`src/rtl/mem_access_unit_if.sv`:
```
// Request/grant/response memory bus between the MEM-stage load/store unit (master)
// and the memory system (slave). Stores are posted; loads return data on rvalid.
interface mem_access_unit_if #(
   parameter int ADDR_WIDTH = 32,
   parameter int DATA_WIDTH = 32
);
   logic                      bus_req;
   logic                      bus_we;
   logic [ADDR_WIDTH-1:0]     bus_addr;
   logic [DATA_WIDTH/8-1:0]   bus_wstrb;
   logic [DATA_WIDTH-1:0]     bus_wdata;
   logic [2:0]                bus_size;
   logic                      bus_gnt;
   logic                      bus_rvalid;
   logic [DATA_WIDTH-1:0]     bus_rdata;

   modport master (
      output bus_req, bus_we, bus_addr, bus_wstrb, bus_wdata, bus_size,
      input  bus_gnt, bus_rvalid, bus_rdata
   );

   modport slave (
      input  bus_req, bus_we, bus_addr, bus_wstrb, bus_wdata, bus_size,
      output bus_gnt, bus_rvalid, bus_rdata
   );
endinterface

```
`src/rtl/mem_access_unit.sv`:
```
// MEM-stage load/store unit: alignment checks, byte-lane steering, posted store
// buffer and a load FSM that waits for the buffer to drain before issuing.
//
// state    | meaning
// IDLE     | no load outstanding; store buffer may drain
// DRAIN    | load waiting for older buffered stores to leave
// LREQ     | load request on the bus, waiting for grant
// LWAIT    | load granted, waiting for rvalid
// LDONE    | load data valid for one cycle, pipeline released
// LDISCARD | flushed load still owed a response; drop it
module mem_access_unit #(
   parameter int ADDR_WIDTH = 32,
   parameter int DATA_WIDTH = 32,
   parameter int SB_DEPTH   = 4
) (
   input  logic                      clk,
   input  logic                      rst,
   input  logic                      mem_read_flag_i,
   input  logic                      mem_write_flag_i,
   input  logic                      mem_sign_ext_flag_i,
   input  logic [DATA_WIDTH/8-1:0]   mem_sel_i,
   input  logic [ADDR_WIDTH-1:0]     addr_i,
   input  logic [DATA_WIDTH-1:0]     write_data_i,
   input  logic                      exc_null_i,
   input  logic                      flush,
   output logic                      stall_req,
   output logic                      load_valid_o,
   output logic [DATA_WIDTH-1:0]     load_data_o,
   output logic                      adel_o,
   output logic                      ades_o,
   output logic [ADDR_WIDTH-1:0]     badvaddr_o,
   mem_access_unit_if.master         bus
);
   localparam int NB = DATA_WIDTH / 8;
   localparam int LW = $clog2(NB);
   localparam int PW = $clog2(SB_DEPTH);

   localparam logic [2:0] IDLE     = 3'd0;
   localparam logic [2:0] DRAIN    = 3'd1;
   localparam logic [2:0] LREQ     = 3'd2;
   localparam logic [2:0] LWAIT    = 3'd3;
   localparam logic [2:0] LDONE    = 3'd4;
   localparam logic [2:0] LDISCARD = 3'd5;

   logic [2:0]            state_q, state_d;
   logic [PW:0]           wr_ptr_q, wr_ptr_d, rd_ptr_q, rd_ptr_d;
   logic [DATA_WIDTH-1:0] load_data_q, load_data_d;

   logic [ADDR_WIDTH-1:0] sb_addr_q  [SB_DEPTH];
   logic [NB-1:0]         sb_strb_q  [SB_DEPTH];
   logic [DATA_WIDTH-1:0] sb_data_q  [SB_DEPTH];
   logic [2:0]            sb_size_q  [SB_DEPTH];

   logic [3:0]            sz_bytes;
   logic [2:0]            sz_code;
   logic                  sel_legal, misal, acc_err;
   logic                  load_ok, store_ok;
   logic [LW-1:0]         lane;
   logic [ADDR_WIDTH-1:0] line_addr;
   logic                  sb_full, sb_empty, sb_push, sb_pop, drain_ok;
   logic [DATA_WIDTH-1:0] rd_shift, load_ext;
   logic                  sign_bit;

   logic                  req, we;
   logic [ADDR_WIDTH-1:0] baddr;
   logic [NB-1:0]         wstrb;
   logic [DATA_WIDTH-1:0] wdata;
   logic [2:0]            bsize;

   // A legal size mask is a contiguous run of ones from bit 0 with 1/2/4/8 bytes.
   always_comb begin
      sz_bytes  = '0;
      sel_legal = 1'b1;
      for (int i = 0; i < NB; i++) sz_bytes = sz_bytes + 4'(mem_sel_i[i]);
      for (int i = 0; i < NB; i++)
         if (mem_sel_i[i] != (i < int'(sz_bytes))) sel_legal = 1'b0;
      case (sz_bytes)
         4'd1:    sz_code = 3'd0;
         4'd2:    sz_code = 3'd1;
         4'd4:    sz_code = 3'd2;
         4'd8:    sz_code = 3'd3;
         default: begin sz_code = 3'd0; sel_legal = 1'b0; end
      endcase
      misal = (addr_i[3:0] & (sz_bytes - 4'd1)) != 4'd0;
   end

   assign acc_err    = !sel_legal || misal;
   assign adel_o     = exc_null_i && mem_read_flag_i  && acc_err;
   assign ades_o     = exc_null_i && mem_write_flag_i && acc_err;
   assign badvaddr_o = (adel_o || ades_o) ? addr_i : '0;
   assign load_ok    = exc_null_i && mem_read_flag_i  && !acc_err;
   assign store_ok   = exc_null_i && mem_write_flag_i && !acc_err;

   assign lane      = addr_i[LW-1:0];
   assign line_addr = {addr_i[ADDR_WIDTH-1:LW], {LW{1'b0}}};

   assign sb_empty = (wr_ptr_q == rd_ptr_q);
   assign sb_full  = (wr_ptr_q[PW] != rd_ptr_q[PW]) && (wr_ptr_q[PW-1:0] == rd_ptr_q[PW-1:0]);
   assign drain_ok = ((state_q == IDLE) || (state_q == DRAIN)) && !sb_empty;
   assign sb_pop   = drain_ok && bus.bus_gnt;
   // Full is judged on registered pointers, so a push waits a cycle behind a pop.
   assign sb_push  = store_ok && !sb_full && !flush;
   assign wr_ptr_d = wr_ptr_q + (PW+1)'(sb_push);
   assign rd_ptr_d = rd_ptr_q + (PW+1)'(sb_pop);

   always_ff @(posedge clk) begin
      if (sb_push) begin
         sb_addr_q[wr_ptr_q[PW-1:0]] <= line_addr;
         sb_strb_q[wr_ptr_q[PW-1:0]] <= mem_sel_i << lane;
         sb_data_q[wr_ptr_q[PW-1:0]] <= write_data_i << {lane, 3'b000};
         sb_size_q[wr_ptr_q[PW-1:0]] <= sz_code;
      end
   end

   always_comb begin
      rd_shift = bus.bus_rdata >> {lane, 3'b000};
      sign_bit = 1'b0;
      for (int i = 0; i < DATA_WIDTH; i++)
         if (i == 8 * int'(sz_bytes) - 1) sign_bit = rd_shift[i];
      for (int i = 0; i < DATA_WIDTH; i++)
         load_ext[i] = (i < 8 * int'(sz_bytes)) ? rd_shift[i] : (mem_sign_ext_flag_i & sign_bit);
   end

   always_comb begin
      state_d     = state_q;
      load_data_d = load_data_q;
      case (state_q)
         IDLE:
            if (load_ok && !flush) state_d = sb_empty ? LREQ : DRAIN;
         DRAIN:
            if (flush)         state_d = IDLE;
            else if (sb_empty) state_d = LREQ;
         LREQ:
            if (bus.bus_gnt) state_d = flush ? LDISCARD : LWAIT;
            else if (flush)  state_d = IDLE;
         LWAIT:
            if (bus.bus_rvalid) begin
               state_d = flush ? IDLE : LDONE;
               if (!flush) load_data_d = load_ext;
            end else if (flush) begin
               state_d = LDISCARD;
            end
         LDONE:
            state_d = IDLE;
         LDISCARD:
            if (bus.bus_rvalid) state_d = IDLE;
         default:
            state_d = IDLE;
      endcase
   end

   always_comb begin
      req   = 1'b0;
      we    = 1'b0;
      baddr = '0;
      wstrb = '0;
      wdata = '0;
      bsize = '0;
      if (state_q == LREQ) begin
         req   = 1'b1;
         baddr = line_addr;
         bsize = sz_code;
      end else if (drain_ok) begin
         req   = 1'b1;
         we    = 1'b1;
         baddr = sb_addr_q[rd_ptr_q[PW-1:0]];
         wstrb = sb_strb_q[rd_ptr_q[PW-1:0]];
         wdata = sb_data_q[rd_ptr_q[PW-1:0]];
         bsize = sb_size_q[rd_ptr_q[PW-1:0]];
      end
   end

   assign bus.bus_req   = req;
   assign bus.bus_we    = we;
   assign bus.bus_addr  = baddr;
   assign bus.bus_wstrb = wstrb;
   assign bus.bus_wdata = wdata;
   assign bus.bus_size  = bsize;

   assign stall_req    = (load_ok && (state_q != LDONE)) || (store_ok && sb_full);
   assign load_valid_o = (state_q == LDONE) && !flush;
   assign load_data_o  = load_data_q;

   always_ff @(posedge clk) begin
      if (rst) begin
         state_q     <= IDLE;
         wr_ptr_q    <= '0;
         rd_ptr_q    <= '0;
         load_data_q <= '0;
      end else begin
         state_q     <= state_d;
         wr_ptr_q    <= wr_ptr_d;
         rd_ptr_q    <= rd_ptr_d;
         load_data_q <= load_data_d;
      end
   end
endmodule

```
`src/flat_wrapper.sv`:
```
// flat-port wrapper written by rule: the top's interface ports become plain ports
module mem_access_unit_flat 
#(
   parameter int ADDR_WIDTH = 32,
   parameter int DATA_WIDTH = 32,
   parameter int SB_DEPTH   = 4
)
  (clk, rst, mem_read_flag_i, mem_write_flag_i, mem_sign_ext_flag_i, mem_sel_i, addr_i, write_data_i, exc_null_i, flush, stall_req, load_valid_o, load_data_o, adel_o, ades_o, badvaddr_o, bus_bus_req, bus_bus_we, bus_bus_addr, bus_bus_wstrb, bus_bus_wdata, bus_bus_size, bus_bus_gnt, bus_bus_rvalid, bus_bus_rdata);
  mem_access_unit_if #(.ADDR_WIDTH(ADDR_WIDTH), .DATA_WIDTH(DATA_WIDTH)) bus_i ();
  input  logic clk;
  input  logic rst;
  input  logic mem_read_flag_i;
  input  logic mem_write_flag_i;
  input  logic mem_sign_ext_flag_i;
  input  logic [DATA_WIDTH/8-1:0] mem_sel_i;
  input  logic [ADDR_WIDTH-1:0] addr_i;
  input  logic [DATA_WIDTH-1:0] write_data_i;
  input  logic exc_null_i;
  input  logic flush;
  output logic stall_req;
  output logic load_valid_o;
  output logic [DATA_WIDTH-1:0] load_data_o;
  output logic adel_o;
  output logic ades_o;
  output logic [ADDR_WIDTH-1:0] badvaddr_o;
  output wire logic [$bits(bus_i.bus_req)-1:0] bus_bus_req;
  output wire logic [$bits(bus_i.bus_we)-1:0] bus_bus_we;
  output wire logic [$bits(bus_i.bus_addr)-1:0] bus_bus_addr;
  output wire logic [$bits(bus_i.bus_wstrb)-1:0] bus_bus_wstrb;
  output wire logic [$bits(bus_i.bus_wdata)-1:0] bus_bus_wdata;
  output wire logic [$bits(bus_i.bus_size)-1:0] bus_bus_size;
  input wire logic [$bits(bus_i.bus_gnt)-1:0] bus_bus_gnt;
  input wire logic [$bits(bus_i.bus_rvalid)-1:0] bus_bus_rvalid;
  input wire logic [$bits(bus_i.bus_rdata)-1:0] bus_bus_rdata;
  assign bus_bus_req = bus_i.bus_req;
  assign bus_bus_we = bus_i.bus_we;
  assign bus_bus_addr = bus_i.bus_addr;
  assign bus_bus_wstrb = bus_i.bus_wstrb;
  assign bus_bus_wdata = bus_i.bus_wdata;
  assign bus_bus_size = bus_i.bus_size;
  assign bus_i.bus_gnt = bus_bus_gnt;
  assign bus_i.bus_rvalid = bus_bus_rvalid;
  assign bus_i.bus_rdata = bus_bus_rdata;
  mem_access_unit #(.ADDR_WIDTH(ADDR_WIDTH), .DATA_WIDTH(DATA_WIDTH), .SB_DEPTH(SB_DEPTH)) u_core (.clk(clk), .rst(rst), .mem_read_flag_i(mem_read_flag_i), .mem_write_flag_i(mem_write_flag_i), .mem_sign_ext_flag_i(mem_sign_ext_flag_i), .mem_sel_i(mem_sel_i), .addr_i(addr_i), .write_data_i(write_data_i), .exc_null_i(exc_null_i), .flush(flush), .stall_req(stall_req), .load_valid_o(load_valid_o), .load_data_o(load_data_o), .adel_o(adel_o), .ades_o(ades_o), .badvaddr_o(badvaddr_o), .bus(bus_i));
endmodule
```
`config.mk`:
```
export PLATFORM = sky130hd
export DESIGN_NAME = mem_access_unit_flat
export DESIGN_NICKNAME = d
export VERILOG_FILES = /design/src/rtl/mem_access_unit_if.sv /design/src/rtl/mem_access_unit.sv /design/src/flat_wrapper.sv
export SDC_FILE = /design/constraint.sdc
export NUM_CORES = 1
export LEC_CHECK = 0
export ABC_AREA = 0
export CORE_MARGIN = 2
export CORE_UTILIZATION = 35
export DETAILED_ROUTE_END_ITERATION = 8
export GPL_TIMING_DRIVEN = 0
export SYNTH_ARGS = -nofsm -noshare
export SYNTH_HDL_FRONTEND = slang
export SYNTH_SLANG_ARGS = --single-unit
export TNS_END_PERCENT = 30
```
`constraint.sdc`:
```
create_clock -name clk -period 37.9 [get_ports clk]
set_clock_uncertainty 0.05 [all_clocks]
set_input_delay 7.58 -clock clk [delete_from_list [all_inputs] [get_ports clk]]
set_output_delay 7.58 -clock clk [all_outputs]
set_load 0.005 [all_outputs]
```
==> results.rst, run 1 <==
.. list-table::
   :header-rows: 1

   * - Metric
     - Value
   * - Net count of the finished layout
     - 1346
   * - Die area
     - 41010 um2
   * - Post-synthesis sequential area ratio
     - between 60 and 70%
   * - Synth top area cells
     - edfxtp_1, mux4_2, dfxtp_1
   * - Arrival time of data at the critical path endpoint
     - 12.73 ns
   * - Leakage Power
     - 6.063 nW
   * - Result of the run
     - completed
   * - Overall power
     - 0.0007382 W
   * - Routed WL per cell
     - 21.41 um
   * - Vias in the first global route
     - 9283
   * - Horizontal die dimension
     - approximately 200 um
   * - Aggregate global routing overflow
     - 0
   * - Final critical-path required period
     - 20.36 ns
   * - Most instantiated flip-flop cell in the synthesis netlist
     - edfxtp_1
   * - I/O pin total
     - 250
   * - Part of the power in combinational logic
     - 7.9%
   * - Cell at the root of the clock tree
     - clkbuf_16
   * - Clock buffer depth
     - 3
   * - Port Buffer Count
     - ~240
   * - Number of buffers added to fix hold violations after cts
     - 0
   * - Routability congestion estimate
     - between 0.8 and 0.9
   * - Clock-pin slew on the worst setup and hold paths
     - 0.06 ns
   * - Least setup slack across all paths after layout
     - between 15 and 20 ns
   * - Count of yosys warnings during synthesis
     - 0
   * - Maximum level of the CTS H-tree
     - 2
   * - Via count
     - 9007
   * - Cell Area, Synth
     - 13790 um2
   * - Remaining design rule violation count
     - 0
   * - Area delta synth->final
     - 32.54%
   * - Fill cell count
     - around 3400
   * - Share of the synthesized area in the top cell type
     - roughly three fifths
   * - Global-route wire length before repair
     - 56.57 mm
   * - Maximum fanout encountered on the critical timing path
     - 10
   * - Clock buffer count from CTS
     - 34
   * - Kind of path behind the tightest hold check
     - reg -> reg
   * - Router iterations before antenna repair
     - 5
   * - Detailed router's first-iteration violation count
     - around 500
   * - Global-route usage over all layers
     - about 18%
   * - Post-route core utilization
     - 47.19%
   * - Flip-flop and latch count after synthesis
     - 313
   * - Count of mapped cells out of synthesis
     - ~900
   * - Crit path kind
     - in -> out
   * - Routed vias/inst
     - 5.106
   * - Initial standard-cell utilization of the core
     - 35.60%
   * - Synth unique cells
     - 50
   * - Share of layout cells above drive strength 1
     - 15.26%
   * - Std-Cell Core Area
     - 38740 um2
   * - Number of max-cap violations
     - 0
   * - Final setup violating endpoints
     - 0
   * - RSZ-0062 raised after global routing
     - no
   * - VDD IR-drop max
     - 0.02513 mV
   * - P_int
     - 0.0005746 W
   * - Top-count cell post-synth
     - edfxtp_1
   * - Pin count of the biggest net entering global routing
     - 14
   * - Worst slew slack as a fraction of its limit
     - roughly 22%
   * - Final clock period utilization by the worst path
     - a little over half
   * - Synth area leader
     - edfxtp_1
   * - Fraction of registers with async set/reset
     - 0%
   * - Capturing element type of the critical path
     - output pin
   * - Switching share of power
     - 22.16%
   * - Share of power burned in the clock network
     - 41.2%
   * - Highest clock rate
     - 49.11 MHz
   * - Antenna Nets Post-Route
     - 0
   * - Chip Height
     - 202.5 um
   * - Worst slack at placement
     - around 18 ns
   * - Final wirelength
     - 37.77 mm
   * - # clock sinks
     - roughly 310
   * - Skew-Pair Late Insertion Delay
     - 0.52 ns
   * - CTS tree
     - yes
   * - Dpl hpwl
     - 28.13 mm
   * - Most instantiated cells after synthesis
     - edfxtp_1, and2_1, mux4_2, nor2_1, nand2_1
   * - Slew of the pin with the lowest slew margin
     - between 1 and 1.5 ns
   * - Required arrival time at the worst endpoint
     - 30.27 ns
   * - Post-CTS resize count
     - 0
   * - Avg Inst Size Synth
     - 15.38 um2
   * - Final hold violation count
     - 0
   * - Antenna violations before repair
     - 1
   * - Sw Pwr
     - 0.0001636 W
   * - Power per cell area
     - ~40 nW/um2
   * - Relative contribution of sequential cells to total power
     - between 50% and 60%
   * - Number of enable flip-flop cells after synthesis
     - 272
   * - Setup total negative slack
     - 0 ns
   * - Startpoint types
     - input port
   * - # Post-CTS Setup Buffers
     - 0
   * - Max-slew violation total from the final report
     - 0
   * - Placement row count
     - 72
## worst max-delay path, stage by stage
cell and delay [ns]:
clkdlybuf4s50_1 0.68, ha_1 0.31, fa_1 0.64, inv_1 0.20, fa_1 0.65, a222oi_1 0.13, o211a_1 0.20, a211oi_1 0.91
clkbuf_1 0.61, and2_1 0.21, clkdlybuf4s50_1 0.59
## power by group through the flow
| stage | combinational [W] | clock, W | sequential (W) |
|---|---|---|---|
| CTS | 0.0000588 | 0.000310 | 0.000375 |
| finish | 0.0000584 | 0.000304 | 0.000375 |
| global route | 0.0000634 | 0.000325 | 0.000375 |
| detailed placement | 0.0000586 | 0 | 0.000383 |
| global placement | 0.0000578 | 0 | 0.000383 |
| floorplan | 0.0000262 | 0 | 0.000383 |
## logic make-up after synthesis
kind of cell             share of synthesized area (%)
flip-flops                                       65.17
AND/OR/NAND/NOR                                  9.435
AO/OA/AOI/OAI                                    6.786
multiplexers                                     14.47
buffers and inverters                            2.223
adder cells (fa/ha/maj)                          1.379
XOR/XNOR                                        0.5080
other                                          0.02719
## registers in the layout, indices dropped and copies added, names as in the netlist
register,count
u_core.sb_data_q,128
u_core.sb_addr_q,120
u_core.load_data_o,32
u_core.sb_strb_q,16
u_core.sb_size_q,8
u_core.rd_ptr_q,3
u_core.state_q,3
u_core.wr_ptr_q,3
## layer usage
layer / global-route usage [%] / routed length [um] / vias to the layer above
met2: 29.68 / 18130 / 280
met4: 5.970 / 1009 / 0
met1: 24.43 / 16440 / 4518
met5: 0 / 0 / -
met3: 3.884 / 2190 / 59
li1: - / - / 4150
## layout make-up
| class | count | area [um2] | share of cell area, % |
|---|---|---|---|
| antenna | 1 | 2.502 | 0.01369 |
| multi-input combinational | 511 | 4534 | 24.80 |
| clock buffer | 39 | 869.6 | 4.757 |
| inverter | 14 | 52.55 | 0.2875 |
| clock inverter | 19 | 141.4 | 0.7734 |
| buffer | 61 | 254.0 | 1.389 |
| timing repair buffer | 288 | 2789 | 15.26 |
| tap | 518 | 648.1 | 3.546 |
| sequential | 313 | 8989 | 49.17 |
## cell usage in the layout, fill, tap and decap left out, types with 34 or more instances in the layout
master / Yosys / routed
edfxtp_1: 272 / 272
clkdlybuf4s50_1: 0 / 243
and2_1: 81 / 81
clkbuf_1: 40 / 45
mux4_2: 69 / 69
mux2i_1: 34 / 34
nor2_1: 55 / 55
dfxtp_1: 41 / 41
buf_4: 3 / 43
nand2_1: 50 / 50
clkbuf_16: 0 / 34
## metrics by stage
stage                     cells  instance area [um2]  hold WS [ns]
after floorplan             899                13800        0.4168
after global placement     1660                16880        0.4102
after detailed placement   1705                17270        0.4161
after CTS                  1763                18280        0.4339
after global routing       1763                18280        0.4747
final                      1764                18280        0.4520
## final timing paths
kind                          from                endpoint  slack [ns]  cells past startpoint
max                   mem_sel_i[0]           badvaddr_o[0]       17.54                     11
min          u_core.load_data_o[1]   u_core.load_data_o[1]        0.45                      2
max reg2reg     u_core.rd_ptr_q[1]  u_core.sb_data_q[1][8]       34.75                      9
min reg2reg  u_core.load_data_o[1]   u_core.load_data_o[1]        0.45                      2
(Power assumes the default switching activity.)
==> run 2, diff against run 1 <==
==> constraint.sdc (replaced) <==
create_clock -name clk -period 18.8 [get_ports clk]
set_clock_uncertainty 0.05 [all_clocks]
set_input_delay 3.76 -clock clk [delete_from_list [all_inputs] [get_ports clk]]
set_output_delay 3.76 -clock clk [all_outputs]
set_load 0.005 [all_outputs]
==> results of run 2 <==
The final DEF is identical to that of run 1. Status: completed.
Among the figures that moved: setup slack after placement 17.52 ns -> 6.056 ns; setup slack after layout 17.54 ns -> 6.077 ns; register-to-register setup slack 34.75 ns -> 15.65 ns; total power 0.0007382 W -> 0.001488 W; worst IR drop on VDD 0.02513 mV -> 0.05066 mV
